`src/rtl/io_bus_master.sv`:
```
// ---------------------------------------------------------------------------
// io_bus_master : Sextium III I/O strobe-bus master (level strobes, ack, gap)
// Optional IO_TIMEOUT_EN adds an ack timeout.          Rev 1.0
// ---------------------------------------------------------------------------
`default_nettype none

module io_bus_master #(
  parameter int GAP_CYCLES = 1,
  parameter int TIMEOUT    = 1024,
  parameter int TO_W       = 11
) (
  input  logic        clock,
  input  logic        reset,
  input  logic        cpu_req_read,
  input  logic        cpu_req_write,
  input  logic [15:0] cpu_wdata,
  output logic [15:0] cpu_rdata,
  output logic        cpu_done,
  output logic        cpu_error,
  output logic        cpu_busy,
  output logic        io_read,
  output logic        io_write,
  input  logic        ioack,
  input  logic [15:0] data_in,
  output logic [15:0] data_out
);

  // A zero-length gap would let the device miss a strobe edge, so clamp to 1.
  localparam int c_gap_eff = (GAP_CYCLES < 1) ? 1 : GAP_CYCLES;
  localparam int c_gw      = (c_gap_eff > 1) ? $clog2(c_gap_eff) : 1;
  localparam logic [c_gw-1:0] c_gap_last = c_gw'(c_gap_eff - 1);

  typedef enum logic [1:0] {
    S_IDLE = 2'd0,
    S_RD   = 2'd1,
    S_WR   = 2'd2,
    S_GAP  = 2'd3
  } state_t;

  state_t            r_state, w_state;
  logic [c_gw-1:0]   r_gap_cnt, w_gap_cnt;
  logic [15:0]       r_rdata, w_rdata;
  logic [15:0]       r_dout, w_dout;
  logic              r_done, w_done;
  logic              r_busy, w_busy;
  logic              r_rd, w_rd;
  logic              r_wr, w_wr;

`ifdef IO_TIMEOUT_EN
  localparam logic [TO_W-1:0] c_to_last = TO_W'(TIMEOUT - 1);
  logic [TO_W-1:0]   r_to_cnt, w_to_cnt;
  logic              r_err, w_err;
`endif

  always_ff @(posedge clock) begin
    if (reset) begin
      r_state   <= S_IDLE;
      r_gap_cnt <= '0;
      r_rdata   <= '0;
      r_dout    <= '0;
      r_done    <= 1'b0;
      r_busy    <= 1'b0;
      r_rd      <= 1'b0;
      r_wr      <= 1'b0;
`ifdef IO_TIMEOUT_EN
      r_to_cnt  <= '0;
      r_err     <= 1'b0;
`endif
    end else begin
      r_state   <= w_state;
      r_gap_cnt <= w_gap_cnt;
      r_rdata   <= w_rdata;
      r_dout    <= w_dout;
      r_done    <= w_done;
      r_busy    <= w_busy;
      r_rd      <= w_rd;
      r_wr      <= w_wr;
`ifdef IO_TIMEOUT_EN
      r_to_cnt  <= w_to_cnt;
      r_err     <= w_err;
`endif
    end
  end

  always_comb begin
    w_state   = r_state;
    w_gap_cnt = r_gap_cnt;
    w_rdata   = r_rdata;
    w_dout    = r_dout;
    w_done    = 1'b0;
    w_rd      = r_rd;
    w_wr      = r_wr;
`ifdef IO_TIMEOUT_EN
    w_to_cnt  = r_to_cnt;
    w_err     = r_err;
`endif
    case (r_state)
      S_IDLE: begin
        // Read has priority; a simultaneous write is dropped.
        if (cpu_req_read) begin
          w_state = S_RD;
          w_rd    = 1'b1;
`ifdef IO_TIMEOUT_EN
          w_err    = 1'b0;
          w_to_cnt = '0;
`endif
        end else if (cpu_req_write) begin
          w_state = S_WR;
          w_wr    = 1'b1;
          w_dout  = cpu_wdata;
`ifdef IO_TIMEOUT_EN
          w_err    = 1'b0;
          w_to_cnt = '0;
`endif
        end
      end
      S_RD: begin
        if (ioack) begin
          w_rdata   = data_in;
          w_rd      = 1'b0;
          w_done    = 1'b1;
          w_state   = S_GAP;
          w_gap_cnt = '0;
        end
`ifdef IO_TIMEOUT_EN
        else if (r_to_cnt == c_to_last) begin
          w_rd      = 1'b0;
          w_done    = 1'b1;
          w_err     = 1'b1;
          w_state   = S_GAP;
          w_gap_cnt = '0;
        end else begin
          w_to_cnt = r_to_cnt + 1'b1;
        end
`endif
      end
      S_WR: begin
        if (ioack) begin
          w_wr      = 1'b0;
          w_done    = 1'b1;
          w_state   = S_GAP;
          w_gap_cnt = '0;
        end
`ifdef IO_TIMEOUT_EN
        else if (r_to_cnt == c_to_last) begin
          w_wr      = 1'b0;
          w_done    = 1'b1;
          w_err     = 1'b1;
          w_state   = S_GAP;
          w_gap_cnt = '0;
        end else begin
          w_to_cnt = r_to_cnt + 1'b1;
        end
`endif
      end
      S_GAP: begin
        if (r_gap_cnt == c_gap_last) begin
          w_state = S_IDLE;
        end else begin
          w_gap_cnt = r_gap_cnt + 1'b1;
        end
      end
      default: begin
        w_state = S_IDLE;
        w_rd    = 1'b0;
        w_wr    = 1'b0;
      end
    endcase
    w_busy = (w_state != S_IDLE);
  end

  assign cpu_rdata = r_rdata;
  assign cpu_done  = r_done;
  assign cpu_busy  = r_busy;
  assign io_read   = r_rd;
  assign io_write  = r_wr;
  assign data_out  = r_dout;

`ifdef IO_TIMEOUT_EN
  assign cpu_error = r_err;
`else
  assign cpu_error = 1'b0;
`endif

endmodule

`default_nettype wire

```
`config.mk`:
```
export PLATFORM = sky130hd
export DESIGN_NAME = io_bus_master
export DESIGN_NICKNAME = d
export VERILOG_FILES = /design/src/rtl/io_bus_master.sv
export SDC_FILE = /design/constraint.sdc
export NUM_CORES = 1
export LEC_CHECK = 0
export ABC_AREA = 1
export CAP_MARGIN = 15
export CORE_UTILIZATION = 30
export DETAILED_ROUTE_END_ITERATION = 10
export GPL_ROUTABILITY_DRIVEN = 0
export PLACE_DENSITY = 0.62
export SLEW_MARGIN = 20
export SYNTH_ARGS = -nofsm -noshare
export SYNTH_HDL_FRONTEND = slang
export SYNTH_SLANG_ARGS = --single-unit
```
`constraint.sdc`:
```
create_clock -name clock -period 1.81 [get_ports clock]
set_input_delay 0.181 -clock clock [delete_from_list [all_inputs] [get_ports clock]]
set_output_delay 0.181 -clock clock [all_outputs]
set_load 0.02 [all_outputs]
```
After elaboration in Yosys (flattened, before gate mapping). Index checks and enable logic that the tools add are counted.

Multipliers: 0. Div/mod/pow operators: 0. Shift-type cells: 0. $lt $le $gt $ge: 0. Muxes and demuxes: 14. Reduce and logical (&&, ||, !) cells: 12. Bitwise gates (word level): 2. Eq/ne operators: 9. $add $sub $neg: 1.

Operators with widths (count): 2-bit inequality test (second input constant) (5); 2-bit 2-to-1 mux (4); 2-bit nonzero test (4); 1-bit 2-to-1 mux (6); 1-bit case mux with 2 select lines (3); 2-bit case mux with 3 select lines (1); 3-bit AND reduction (2); 2-bit equality test (second input constant) (2); 2-bit AND reduction (2); 4-bit AND reduction (1); 2-bit OR reduction (2); 2-bit by 1-bit equality test with 1-bit output (second input constant) (1); 2-bit zero test (1); 2-bit by 1-bit inequality test with 1-bit output (second input constant) (1); 1-bit NOT (2); 1-bit adder (second input constant) (1).

Memory bits (writable): 0. Memories: 0. Input port bits: 37. Memory bits (read-only): 0. Logic and storage cells: 46. Flip-flop bits (word level): 39. Latch bits: 0.

Depth between registers and ports, before layout.
Depth after elaboration: 4. Depth in mapped cells: 8.

Least setup slack after synthesis. OpenSTA, ideal clock, no wires.

Kind: reg2reg. Start point: reg r_state[0]. End point: reg r_dout[0], in the netlist data_out[0]. Arrival time: 1.131 ns. Library setup time: 0.120 ns. Slack: 0.559 ns. Required time: 1.690 ns. Period minus slack after synthesis: 1.251 ns. Stages on the path, launching flop included: 9. Cells stage by stage: dfxtp_1 inv_1 ha_1 inv_2 nor2_4 nand2_4 buf_6 nand2_1 a21oi_1.

Word-level cells in the longest chain between the ends: 2.

Ends and longest elaborated chain: start: declaration (line 40) `state_t r_state, w_state;`; start signal: assignment (line 70) `r_state <= w_state;`; 2-bit zero test (line 97) `case (r_state)`; 3-bit AND reduction (no line); end signal: assignment (line 73) `r_dout <= w_dout;`; end: declaration (line 43) `logic [15:0] r_dout, w_dout;`.

Every way passes these cells. A chain may end at the register's enable or synchronous reset.

Final worst setup path.
Start point: reg r_state[1]. End point: reg r_rdata[2], in the netlist cpu_rdata[2].

Word-level cells in the longest chain between the ends: 2.

Ends and longest elaborated chain: 2-bit by 1-bit equality test with 1-bit output (line 97); 2-bit AND reduction (no line); end signal: assignment (line 72) `r_rdata <= w_rdata;`; end: declaration (line 42) `logic [15:0] r_rdata, w_rdata;`.

Every way passes these cells.

==> flow_metrics.env <==
export IMPL_status="finished clean"
export IMPL_cp_end_kind="flop"
export IMPL_drt_pass1_iterations=3
export IMPL_ys_seq_area_frac=0.508
export IMPL_hold_violations=0
export IMPL_rsz0062_at_grt="no"
export IMPL_place_ws_ps=308
export IMPL_total_power_w=0.00200
export IMPL_max_cap_violations=0
export IMPL_maxSlewViolCount=0
export IMPL_whs_path_depth=2
export IMPL_grt_start_max_net_pins=20
export IMPL_cpMostUsedCell="nor2_1"
export IMPL_dp_hpwl_microns=2580
export IMPL_cts_hold_buf=0
export IMPL_initial_core_util=0.315
export IMPL_die_height_microns=72.7
export IMPL_grt_pass1_vias=1386
export IMPL_synth_warnings=0
export IMPL_timing_final_ws_setup_ps=365
export IMPL_syn_cell_area_sq_mm=0.00150
export IMPL_ir_drop_mv=0.394
export IMPL_drive_gt1_frac=0.0570
export IMPL_post_cts_buffers=0
export IMPL_clk_pin_slew_ps=70
export IMPL_area_growth_syn_to_layout_pct=56.1
export IMPL_avgViaCountPerCell=4.27
export IMPL_portBuffers=72
export IMPL_std_cell_rows=25
export IMPL_cp_slowest_cell="dfxtp_1"
export IMPL_critPathKind="flop to flop"
export IMPL_grt_pass1_wl_microns=6130
export IMPL_critical_path_arrival_ps=1630
export IMPL_antenna_found_initial=0
export IMPL_path_depth=6
export IMPL_synth_seq_cells=38
export IMPL_ctsResizeCount=0
export IMPL_dr_first_iter_drc_count=48
export IMPL_grt_overflow=0
export IMPL_post_drt_wl_per_cell_microns=11.0
export IMPL_power_density_mw_per_mm2=854
export IMPL_numCtsBuffers=5
export IMPL_p_leak_nw=0.906
export IMPL_cp_cell_sequence="inv_1 > ha_1 > nand2_2 > inv_2 > nor2_1 > nor2_1"
export IMPL_pin_count=74
export IMPL_drc_errors=0
export IMPL_syn_avg_cell_area_sq_um=7.88
export IMPL_htreeDepth=2
export IMPL_max_stage_delay_ps=380
export IMPL_vias=1410
export IMPL_cts_buffer_depth=2
export IMPL_ys_types=18
export IMPL_critPathMaxFanout=18
export IMPL_syn_instance_count=190
export IMPL_cts_root_buffer="clkbuf_8"
export IMPL_worstPathRequired_ps=2000
export IMPL_path_delay_family="simple AND/OR/NAND/NOR gates"
export IMPL_min_path_type="flop to flop"
export IMPL_fin_nets=303
export IMPL_dieArea_sq_mm=0.00528
export IMPL_coreArea_sq_mm=0.00475
export IMPL_cts_sinks=38
export IMPL_clock_latency_ps=290
export IMPL_setup_violations=0
export IMPL_reg2reg_depth=6
export IMPL_routed_wl_microns=3620
export IMPL_die_w_microns=72.7
export IMPL_setup_tns_final_ps=0
export IMPL_skew_ps=3.25
export IMPL_fin_crit_sh=0.798
export IMPL_cp_start_kind="flop"
export IMPL_cp_buffers_inverters=2
export IMPL_grt_use_total=0.152
export IMPL_min_period_ps=1440
export IMPL_drtAntennaViolNets=0
export IMPL_max_freq_mhz=692
export IMPL_cts_tree="yes"
export IMPL_syn_nets=231
export IMPL_n_antenna_cell=0
## per-stage QoR
| stage | instance area (sq um) | std cells | hold WS (ps) | util |
|---|---|---|---|---|
| floorplan | 1500 | 190 | 295 | - |
| global placement | 2250 | 322 | 448 | 0.473 |
| detailed placement | 2250 | 322 | 457 | 0.473 |
| CTS | 2340 | 330 | 458 | 0.492 |
| global route | 2340 | 330 | 468 | 0.492 |
| finish | 2340 | 330 | 463 | 0.492 |
## worst register-to-register path, cell delays in order, from the launching register on
cell     delay [ps]
dfxtp_1         380
inv_1           100
ha_1            220
nand2_2         250
inv_2           200
nor2_1          130
nor2_1           50
## power breakdown
group          internal (W)  leakage [nW]  switching (W)
sequential         0.000898         0.311      0.0000306
clock              0.000307        0.0482       0.000288
combinational      0.000233         0.547       0.000241
## layer usage
layer | vias to the layer above | routed length, microns | track usage
met1 | 594 | 1650 | 0.165
met5 | - | 0 | 0
li1 | 751 | - | -
met3 | 5 | 424 | 0.0829
met2 | 60 | 1500 | 0.252
met4 | 0 | 44 | 0.0523
## cell families after synthesis
family | synth area share
other | 0.00250
AND/OR/NAND/NOR | 0.238
AO/OA/AOI/OAI | 0.139
adder cells (fa/ha/maj) | 0.0334
buffers and inverters | 0.0794
flip-flops | 0.508
## worst paths after layout
check	startpoint	endpoint	slack (ps)
worst min register to register	data_out[15]	data_out[15]	460
worst max register to register	r_state[1]	cpu_rdata[2]	370
worst max-delay path	r_state[1]	cpu_rdata[2]	370
worst min-delay path	data_out[15]	data_out[15]	460
## Yosys cell counts, drive strengths merged
cell,n,area share
a21oi,18,0.060
buf,8,0.047
clkbuf,2,0.0050
conb,1,0.0025
dfxtp,38,0.51
ha,4,0.033
inv,11,0.028
nand2,30,0.082
nand3,16,0.053
nor2,39,0.10
o211ai,1,0.0050
o21ai,22,0.074
## final cells by class
class                           instances  area (sq um)
Clock inverter                          1          5.00
Sequential cell                        38           761
Tap cell                               67          83.8
Fill cell                             493          2420
Timing Repair Buffer                   75           743
Inverter                               11          41.3
Clock buffer                            7          86.3
Multi-Input combinational cell        131           618
## flip-flops by register name (all words and copies together) (netlist names)
signal     cells
r_state        2
cpu_rdata     16
cpu_done       1
data_out      16
cpu_busy       1
io_read        1
io_write       1
## cell usage in the layout (no fill, tap or decap), drive strengths merged
cell	instances
inv	11
o211ai	1
nor2	39
clkdlybuf4s50	72
nand3	16
buf	3
a21oi	18
conb	1
dfxtp	38
nand2	30
clkbuf	7
ha	4
o21ai	22
clkinv	1
Power figures use the tool's default switching activity.
